==> src/rtl/pc_redirect_unit_pkg.sv <==
// Shared constants for the fetch-stage next-PC logic: reset vector, redirect source indices
// and FSM state encoding.
package pc_redirect_unit_pkg;

    localparam logic [31:0] RESET_PC_DEF = 32'hBFC0_0000;

    localparam int unsigned SRC_EXC    = 0;
    localparam int unsigned SRC_JR     = 1;
    localparam int unsigned SRC_JUMP   = 2;
    localparam int unsigned SRC_BRANCH = 3;

    typedef enum logic [1:0] {
        StBoot = 2'd0,
        StRun  = 2'd1,
        StPend = 2'd2
    } pc_state_e;

endpackage

==> src/rtl/pc_redirect_unit_prio_sel.sv <==
// Fixed-priority redirect select: the lowest-indexed valid source wins and supplies the target.
module pc_redirect_unit_prio_sel #(
    parameter int unsigned NSrc = 4,
    parameter int unsigned IdxW = (NSrc > 1) ? $clog2(NSrc) : 1
) (
    input  logic [NSrc-1:0]    valid,
    input  logic [32*NSrc-1:0] pc_in,
    output logic               any,
    output logic [IdxW-1:0]    idx,
    output logic [31:0]        target
);

    always_comb begin
        any    = 1'b0;
        idx    = '0;
        target = '0;
        // Walk from lowest to highest priority so the last hit (lowest index) sticks.
        for (int i = int'(NSrc) - 1; i >= 0; i--) begin
            if (valid[i]) begin
                any    = 1'b1;
                idx    = IdxW'(i);
                target = pc_in[32*i +: 32];
            end
        end
    end

endmodule

==> src/rtl/pc_redirect_unit.sv <==
// Fetch-stage PC register with prioritised redirects; a redirect seen while fetch is stalled
// is held in a one-entry buffer until fetch can take it.
module pc_redirect_unit
    import pc_redirect_unit_pkg::*;
#(
    parameter int unsigned   N_SRC    = 4,
    parameter logic [31:0]   RESET_PC = RESET_PC_DEF,
    localparam int unsigned  SRC_W    = (N_SRC > 1) ? $clog2(N_SRC) : 1
) (
    input  logic                 clk,
    input  logic                 rst,
    input  logic [N_SRC-1:0]     redir_valid,
    input  logic [32*N_SRC-1:0]  redir_pc,
    input  logic                 fe_ready,
    output logic [31:0]          pcF,
    output logic                 pc_validF,
    output logic [31:0]          pc_plus4F,
    output logic                 redir_taken,
    output logic [SRC_W-1:0]     redir_src,
    output logic                 redir_pending,
    output logic                 pc_adelF
);

    pc_state_e        state_q;
    logic [SRC_W-1:0] buf_idx_q;
    logic [31:0]      buf_pc_q;

    logic             sel_any;
    logic [SRC_W-1:0] sel_idx;
    logic [31:0]      sel_target;
    logic             fresh_wins;

    pc_redirect_unit_prio_sel #(
        .NSrc (N_SRC),
        .IdxW (SRC_W)
    ) u_prio_sel (
        .valid  (redir_valid),
        .pc_in  (redir_pc),
        .any    (sel_any),
        .idx    (sel_idx),
        .target (sel_target)
    );

    // Fresh request beats the buffer on equal priority so the newest target of a source is kept.
    assign fresh_wins = sel_any && (sel_idx <= buf_idx_q);

    always_ff @(posedge clk) begin
        if (rst) begin
            state_q     <= StBoot;
            pcF         <= RESET_PC;
            pc_validF   <= 1'b0;
            redir_taken <= 1'b0;
            redir_src   <= '0;
            buf_idx_q   <= '0;
            buf_pc_q    <= '0;
        end else begin
            redir_taken <= 1'b0;
            unique case (state_q)
                StBoot: begin
                    pc_validF <= 1'b1;
                    state_q   <= StRun;
                end
                StRun: begin
                    if (fe_ready) begin
                        if (sel_any) begin
                            pcF         <= sel_target;
                            redir_taken <= 1'b1;
                            redir_src   <= sel_idx;
                        end else begin
                            pcF <= pcF + 32'd4;
                        end
                    end else if (sel_any) begin
                        buf_idx_q <= sel_idx;
                        buf_pc_q  <= sel_target;
                        state_q   <= StPend;
                    end
                end
                StPend: begin
                    if (fe_ready) begin
                        pcF         <= fresh_wins ? sel_target : buf_pc_q;
                        redir_src   <= fresh_wins ? sel_idx : buf_idx_q;
                        redir_taken <= 1'b1;
                        state_q     <= StRun;
                    end else if (fresh_wins) begin
                        buf_idx_q <= sel_idx;
                        buf_pc_q  <= sel_target;
                    end
                end
                default: state_q <= StBoot;
            endcase
        end
    end

    assign redir_pending = (state_q == StPend);
    assign pc_plus4F     = pcF + 32'd4;
    assign pc_adelF      = |pcF[1:0];

endmodule

==> config.mk <==
export PLATFORM = sky130hd
export DESIGN_NAME = pc_redirect_unit
export DESIGN_NICKNAME = d
export VERILOG_FILES = /design/src/rtl/pc_redirect_unit_pkg.sv /design/src/rtl/pc_redirect_unit_prio_sel.sv /design/src/rtl/pc_redirect_unit.sv
export SDC_FILE = /design/constraint.sdc
export NUM_CORES = 1
export LEC_CHECK = 0
export ABC_AREA = 0
export BUFFER_PORTS_ARGS = -buffer_cell sky130_fd_sc_hd__buf_4
export CORE_MARGIN = 4
export CORE_UTILIZATION = 30
export CTS_CLUSTER_SIZE = 24
export DETAILED_ROUTE_END_ITERATION = 8
export MAX_ROUTING_LAYER = met4
export PLACE_DENSITY = 0.61
export SLEW_MARGIN = 10
export SYNTH_ARGS = -nofsm -noshare
export SYNTH_HDL_FRONTEND = slang
export SYNTH_SLANG_ARGS = --single-unit
==> constraint.sdc <==
create_clock -name clk -period 2.5 [get_ports clk]
set_input_delay 0.125 -clock clk [delete_from_list [all_inputs] [get_ports clk]]
set_output_delay 0.125 -clock clk [all_outputs]
set_load 0.005 [all_outputs]
# --- Word-level counts from Yosys, hierarchy flattened ---
# Index checks and enable logic that the tools add are counted.
word_totals:
  wordCells: 61
  input_bits: 135
  regBits: 72
  out_inout_bits: 70
classes:
  n_reduce_logical: 8
  mux: 37
  addsub: 1
  n_lt_le_gt_ge: 1
  eq_ne: 7
ops:
  columns: ["cell", "n"]
  rows:
  - ["$mux W32", 11]
  - ["$pmux W32 S2", 2]
  - ["$add A32 B3 Y32 const B", 1]
  - ["$mux W2", 13]
  - ["$ne A2 B2 Y1 const B", 5]
  - ["$pmux W2 S2", 2]
  - ["$reduce_and A4 Y1", 2]
  - ["$mux W1", 7]
  - ["$pmux W2 S3", 1]
  - ["$reduce_and A3 Y1", 2]
  - ["$eq A2 B1 Y1 const B", 1]
  - ["$eq A2 B2 Y1 const B", 1]
  - ["$le A2 B2 Y1", 1]
  - ["$logic_not A2 Y1", 1]
  - ["$pmux W1 S2", 1]
  - ["$reduce_bool A2 Y1", 1]
  - ["$reduce_or A2 Y1", 1]
  - ["$logic_and A1 B1 Y1", 1]

# --- Logic depth before layout (Yosys ltp) ---
depth:
  word_depth: 9
  mapped_depth: 13

# --- Cells and area by module ---
# Synthesis repeated with hierarchy kept, for this count alone.
unflattened:
  hier_cells: 661
  area_unflattened_um2: 5549.1
modules_own_cells:
  columns: ["mod", "seq_area_each_um2", "instances", "area_each_um2", "cells_each"]
  rows:
  - ["pc_redirect_unit", 1441.4, 1, 4484.3, 538]
  - ["pc_redirect_unit_prio_sel", 0.0, 1, 1064.8, 123]

# --- Worst setup path after synthesis ---
# OpenSTA, ideal clock, no wires.
synth_timing:
  path_kind: "input -> register"
  from: "in redir_valid[2]"
  to: "reg pcF[31]"
  path_slack_ns: -0.002
  stages: 13
  setup_time_ns: 0.122
  required_time_ns: 2.378
  path_buffers: 4
  t_arrival_ns: 2.380
  path_cell_list: "buf_2 > nor2b_1 > clkbuf_1 > clkbuf_1 > o21ai_0 > ha_1 > nand2_1 > o211ai_1 > nand2_1 > buf_2 > a2bb2oi_1 > nor2_1 > a311o_1"
synth_between:
  elab_chain_len: 8
synth_lines:
  columns: ["element", "line_no", "rtl"]
  rows:
  - ["start: declaration", "pc_redirect_unit.sv:12", "input logic [N_SRC-1:0] redir_valid,"]
  - ["$mux W2 (3 in series)", "pc_redirect_unit_prio_sel.sv:19", "if (valid[i]) begin"]
  - ["$le A2 B2 Y1", "pc_redirect_unit.sv:45", "assign fresh_wins = sel_any && (sel_idx <= buf_idx_q);"]
  - ["$logic_and A1 B1 Y1", "pc_redirect_unit.sv:45", null]
  - ["$mux W32", null, null]
  - ["$mux W32", "pc_redirect_unit.sv:79", "if (fe_ready) begin"]
  - ["$pmux W32 S2 (*)", "pc_redirect_unit.sv:58", "unique case (state_q)"]
  - ["end signal: assignment", "pc_redirect_unit.sv:66", "pcF <= sel_target;"]
  - ["end signal: assignment", "pc_redirect_unit.sv:70", "pcF <= pcF + 32'd4;"]
  - ["end signal: assignment", "pc_redirect_unit.sv:80", "pcF <= fresh_wins ? sel_target : buf_pc_q;"]
  - ["end: declaration", "pc_redirect_unit.sv:15", "output logic [31:0] pcF,"]
# Every way passes the cells marked *; elsewhere a longest branch is shown, timed or not. The select of a mux whose other input is x is not followed.
# A chain may end at the register's enable or synchronous reset.

# --- Worst setup path after layout ---
layout_timing:
  from: "reg pcF[19]"
  to: "out pc_plus4F[28]"
layout_between:
  elab_chain_len: 1
layout_lines:
  columns: ["element", "line_no", "rtl"]
  rows:
  - ["$add A32 B3 Y32", "pc_redirect_unit.sv:95", "assign pc_plus4F = pcF + 32'd4;"]
  - ["end: declaration", "pc_redirect_unit.sv:17", "output logic [31:0] pc_plus4F,"]
# No other way between the ends.

==> results.sh <==
export IMPL_finalWirelength_mm=19.6
export IMPL_dieArea_mm2=0.0179
export IMPL_grt_max_degree=62
export IMPL_vias_per_cell=5.40
export IMPL_wl_per_cell_um=18.5
export IMPL_first_pass_iters=5
export IMPL_synthCells=633
export IMPL_max_clock_freq_mhz=417
export IMPL_grt_use_total=0.219
export IMPL_first_global_vias=5420
export IMPL_tns_ns=0
export IMPL_io_buffer_count=204
export IMPL_hold_viol=0
export IMPL_clkSinkCount=72
export IMPL_max_cap_viol_count=0
export IMPL_dpl_hpwl_mm=15.2
export IMPL_fin_skew_ns=0.00998
export IMPL_fin_hold_ws_ns=0.194
export IMPL_drtAntennaViolNets=0
export IMPL_cts_htree_levels=3
export IMPL_ir_worst_vdd_uv=363
export IMPL_cts_made_buffers=9
export IMPL_drive_above_1_share=0.342
export IMPL_maxSlewHeadroom=0.531
export IMPL_via_count=5710
export IMPL_critPathKind="flip-flop to output pin"
export IMPL_coreArea_mm2=0.0153
export IMPL_cts_tree="done"
export IMPL_drt_iter0_drc=434
export IMPL_syn2layout_area_growth_pct=49.0
export IMPL_initial_core_util=0.309
export IMPL_grt_pass1_wl_mm=30.1
export IMPL_hp_class="primary input to flip-flop"
export IMPL_final_setup_viol_count=0
export IMPL_drc_errors=0
export IMPL_synth_edf_count=0
export IMPL_layout_min_cycle_time_ns=2.40
export IMPL_grt_ovfl_total=0
export IMPL_startpoint_type="flip-flop"
export IMPL_r2r_cells=6
export IMPL_clk_pin_slew_ns=0.06
export IMPL_antenna_found_initial=0
export IMPL_worstSkewPairLatency_ns=0.34
export IMPL_dominantRegCellSynth="dfxtp_1"
export IMPL_worstMarginPinSlew_ns=0.703
export IMPL_final_max_slew_viol_count=0
export IMPL_synth_nets=774
export IMPL_setup_slack_ns=0.101
export IMPL_rows=45
export IMPL_p_per_area_mw_per_mm2=604
export IMPL_synth_seq_area_share=0.304
export IMPL_status="completed"
export IMPL_dp_slack_ns=0.148
export IMPL_synth_avg_cell_area_um2=7.49
export IMPL_chipWidth_um=134
export IMPL_ys_types=55
export IMPL_critical_path_required_ns=2.38
export IMPL_die_h_um=134
export IMPL_end_kind="output pin"
export IMPL_ys_ff_latch=72
export IMPL_cts_buffer_depth=2
export IMPL_netlist_area_mm2=0.00474
export IMPL_power_mw=4.27
export IMPL_ys_async_sr_fraction=0
export IMPL_antennaDiodeCount=0
export IMPL_whs_path_depth=5
export IMPL_yosysWarningCount=0
export IMPL_nFillCells=1652
export IMPL_crit_path_max_fanout=6
export IMPL_gp_congestion=0.929
export IMPL_p_leak_nw=3.06
export IMPL_min_period_over_period=0.959
export IMPL_root_buffer="clkbuf_16"
export IMPL_ios=205
export IMPL_final_net_count=982
export IMPL_worstPathArrival_ns=2.27
==> sequential cells by signal, summed over array words and instances, names as in the netlist <==
signal and flops:
buf_idx_q 2, buf_pc_q 32, pcF 32, pc_validF 1
redir_src 2, redir_taken 1, state_q 2
==> cells in the mapped netlist, types with 3 or more instances <==
cell,instances,share of area
nand2_1,45,0.036
and3_1,5,0.0066
o221ai_1,14,0.026
a2111o_1,4,0.0095
nand2b_1,4,0.0053
inv_1,18,0.014
o32ai_1,5,0.0092
o211ai_1,3,0.0048
a211oi_1,13,0.021
ha_1,6,0.016
nand4_1,9,0.012
o31ai_1,8,0.013
nand3_1,22,0.023
o21ai_0,23,0.024
xor2_1,8,0.015
dfxtp_1,72,0.30
a221o_1,15,0.032
a22oi_1,4,0.0063
xnor2_1,19,0.035
clkbuf_1,48,0.038
and4_1,5,0.0092
a21oi_1,65,0.069
nor2_1,92,0.073
nor4_1,3,0.0040
and2_1,4,0.0053
nor3b_1,5,0.0079
buf_2,7,0.0074
a221oi_1,26,0.048
o22ai_1,11,0.015
nor3_1,23,0.024
a211o_1,3,0.0055
nor2b_1,12,0.016
==> layout make-up <==
cell class / count / area, um^2 / area share
Clock buffer: 14 / 284 / 0.0402
Sequential cell: 72 / 1450 / 0.205
Multi-Input combinational cell: 485 / 3010 / 0.427
Timing Repair Buffer: 255 / 1950 / 0.276
Inverter: 18 / 67.6 / 0.00957
Tap cell: 211 / 264 / 0.0374
Clock inverter: 2 / 35.0 / 0.00496
==> stage by stage <==
stage	util	instance area, um^2	cells
after CTS	0.461	7060	1057
after floorplan	-	4740	633
after detailed placement	0.439	6730	1040
after global routing	0.461	7060	1057
final	0.461	7060	1057
after global placement	0.439	6730	1040
==> what timing repair did <==
action                                  4_1_cts  5_1_grt
setup buffers                                 1        0
hold buffers                                  0        0
endpoints found under the setup margin        1        3
resized for setup                             3        1
pin swaps                                     1        1
==> per-layer routing <==
layer / global-route usage / vias up / wire length [um]
li1: - / 2782 / -
met1: 0.303 / 2635 / 8850
met2: 0.324 / 273 / 8760
met3: 0.0525 / 20 / 1710
met4: 0.0509 / 0 / 285
met5: - / - / 0
==> path summary, 6_finish.rpt <==
kind | start | end | slack (ns)
hold reg to reg | buf_pc_q[23] | buf_pc_q[23] | 0.46
setup / recovery | pcF[19] | pc_plus4F[28] | 0.10
setup reg to reg | pcF[19] | pcF[28] | 0.30
hold / removal | redir_valid[0] | buf_idx_q[1] | 0.19
==> power by group <==
part / internal [mW] / switching, mW / total [mW]
clock: 0.881 / 0.501 / 1.38
sequential: 1.32 / 0.134 / 1.45
combinational: 0.689 / 0.739 / 1.43
==> cell families after synthesis <==
group / after synthesis / synth area share
AND/OR/NAND/NOR: 241 / 0.251
AO/OA/AOI/OAI: 208 / 0.308
buffers and inverters: 76 / 0.0636
flip-flops: 72 / 0.304
XOR/XNOR: 28 / 0.0533
adder cells (fa/ha/maj): 6 / 0.0158
multiplexers: 2 / 0.00422
==> cell usage in the layout, fill, tap and decap left out, drive strengths merged, types with 14 or more instances in the layout <==
master,netlist,layout
nand2,45,45
a221oi,26,26
o221ai,14,14
a221o,15,15
xnor2,19,19
nor3,23,23
nand3,23,23
o21ai,23,23
buf,10,255
nor2,92,92
inv,18,18
a21oi,65,65
dfxtp,72,72
clkbuf,48,14
==> worst max-delay path: stages (launching register included) <==
cell     delay (ns)
dfxtp_2        0.40
nand2_1        0.12
or4_4          0.59
nor4_4         0.24
and4_1         0.28
xor2_2         0.17
buf_4          0.13
(Power assumes the default switching activity.)
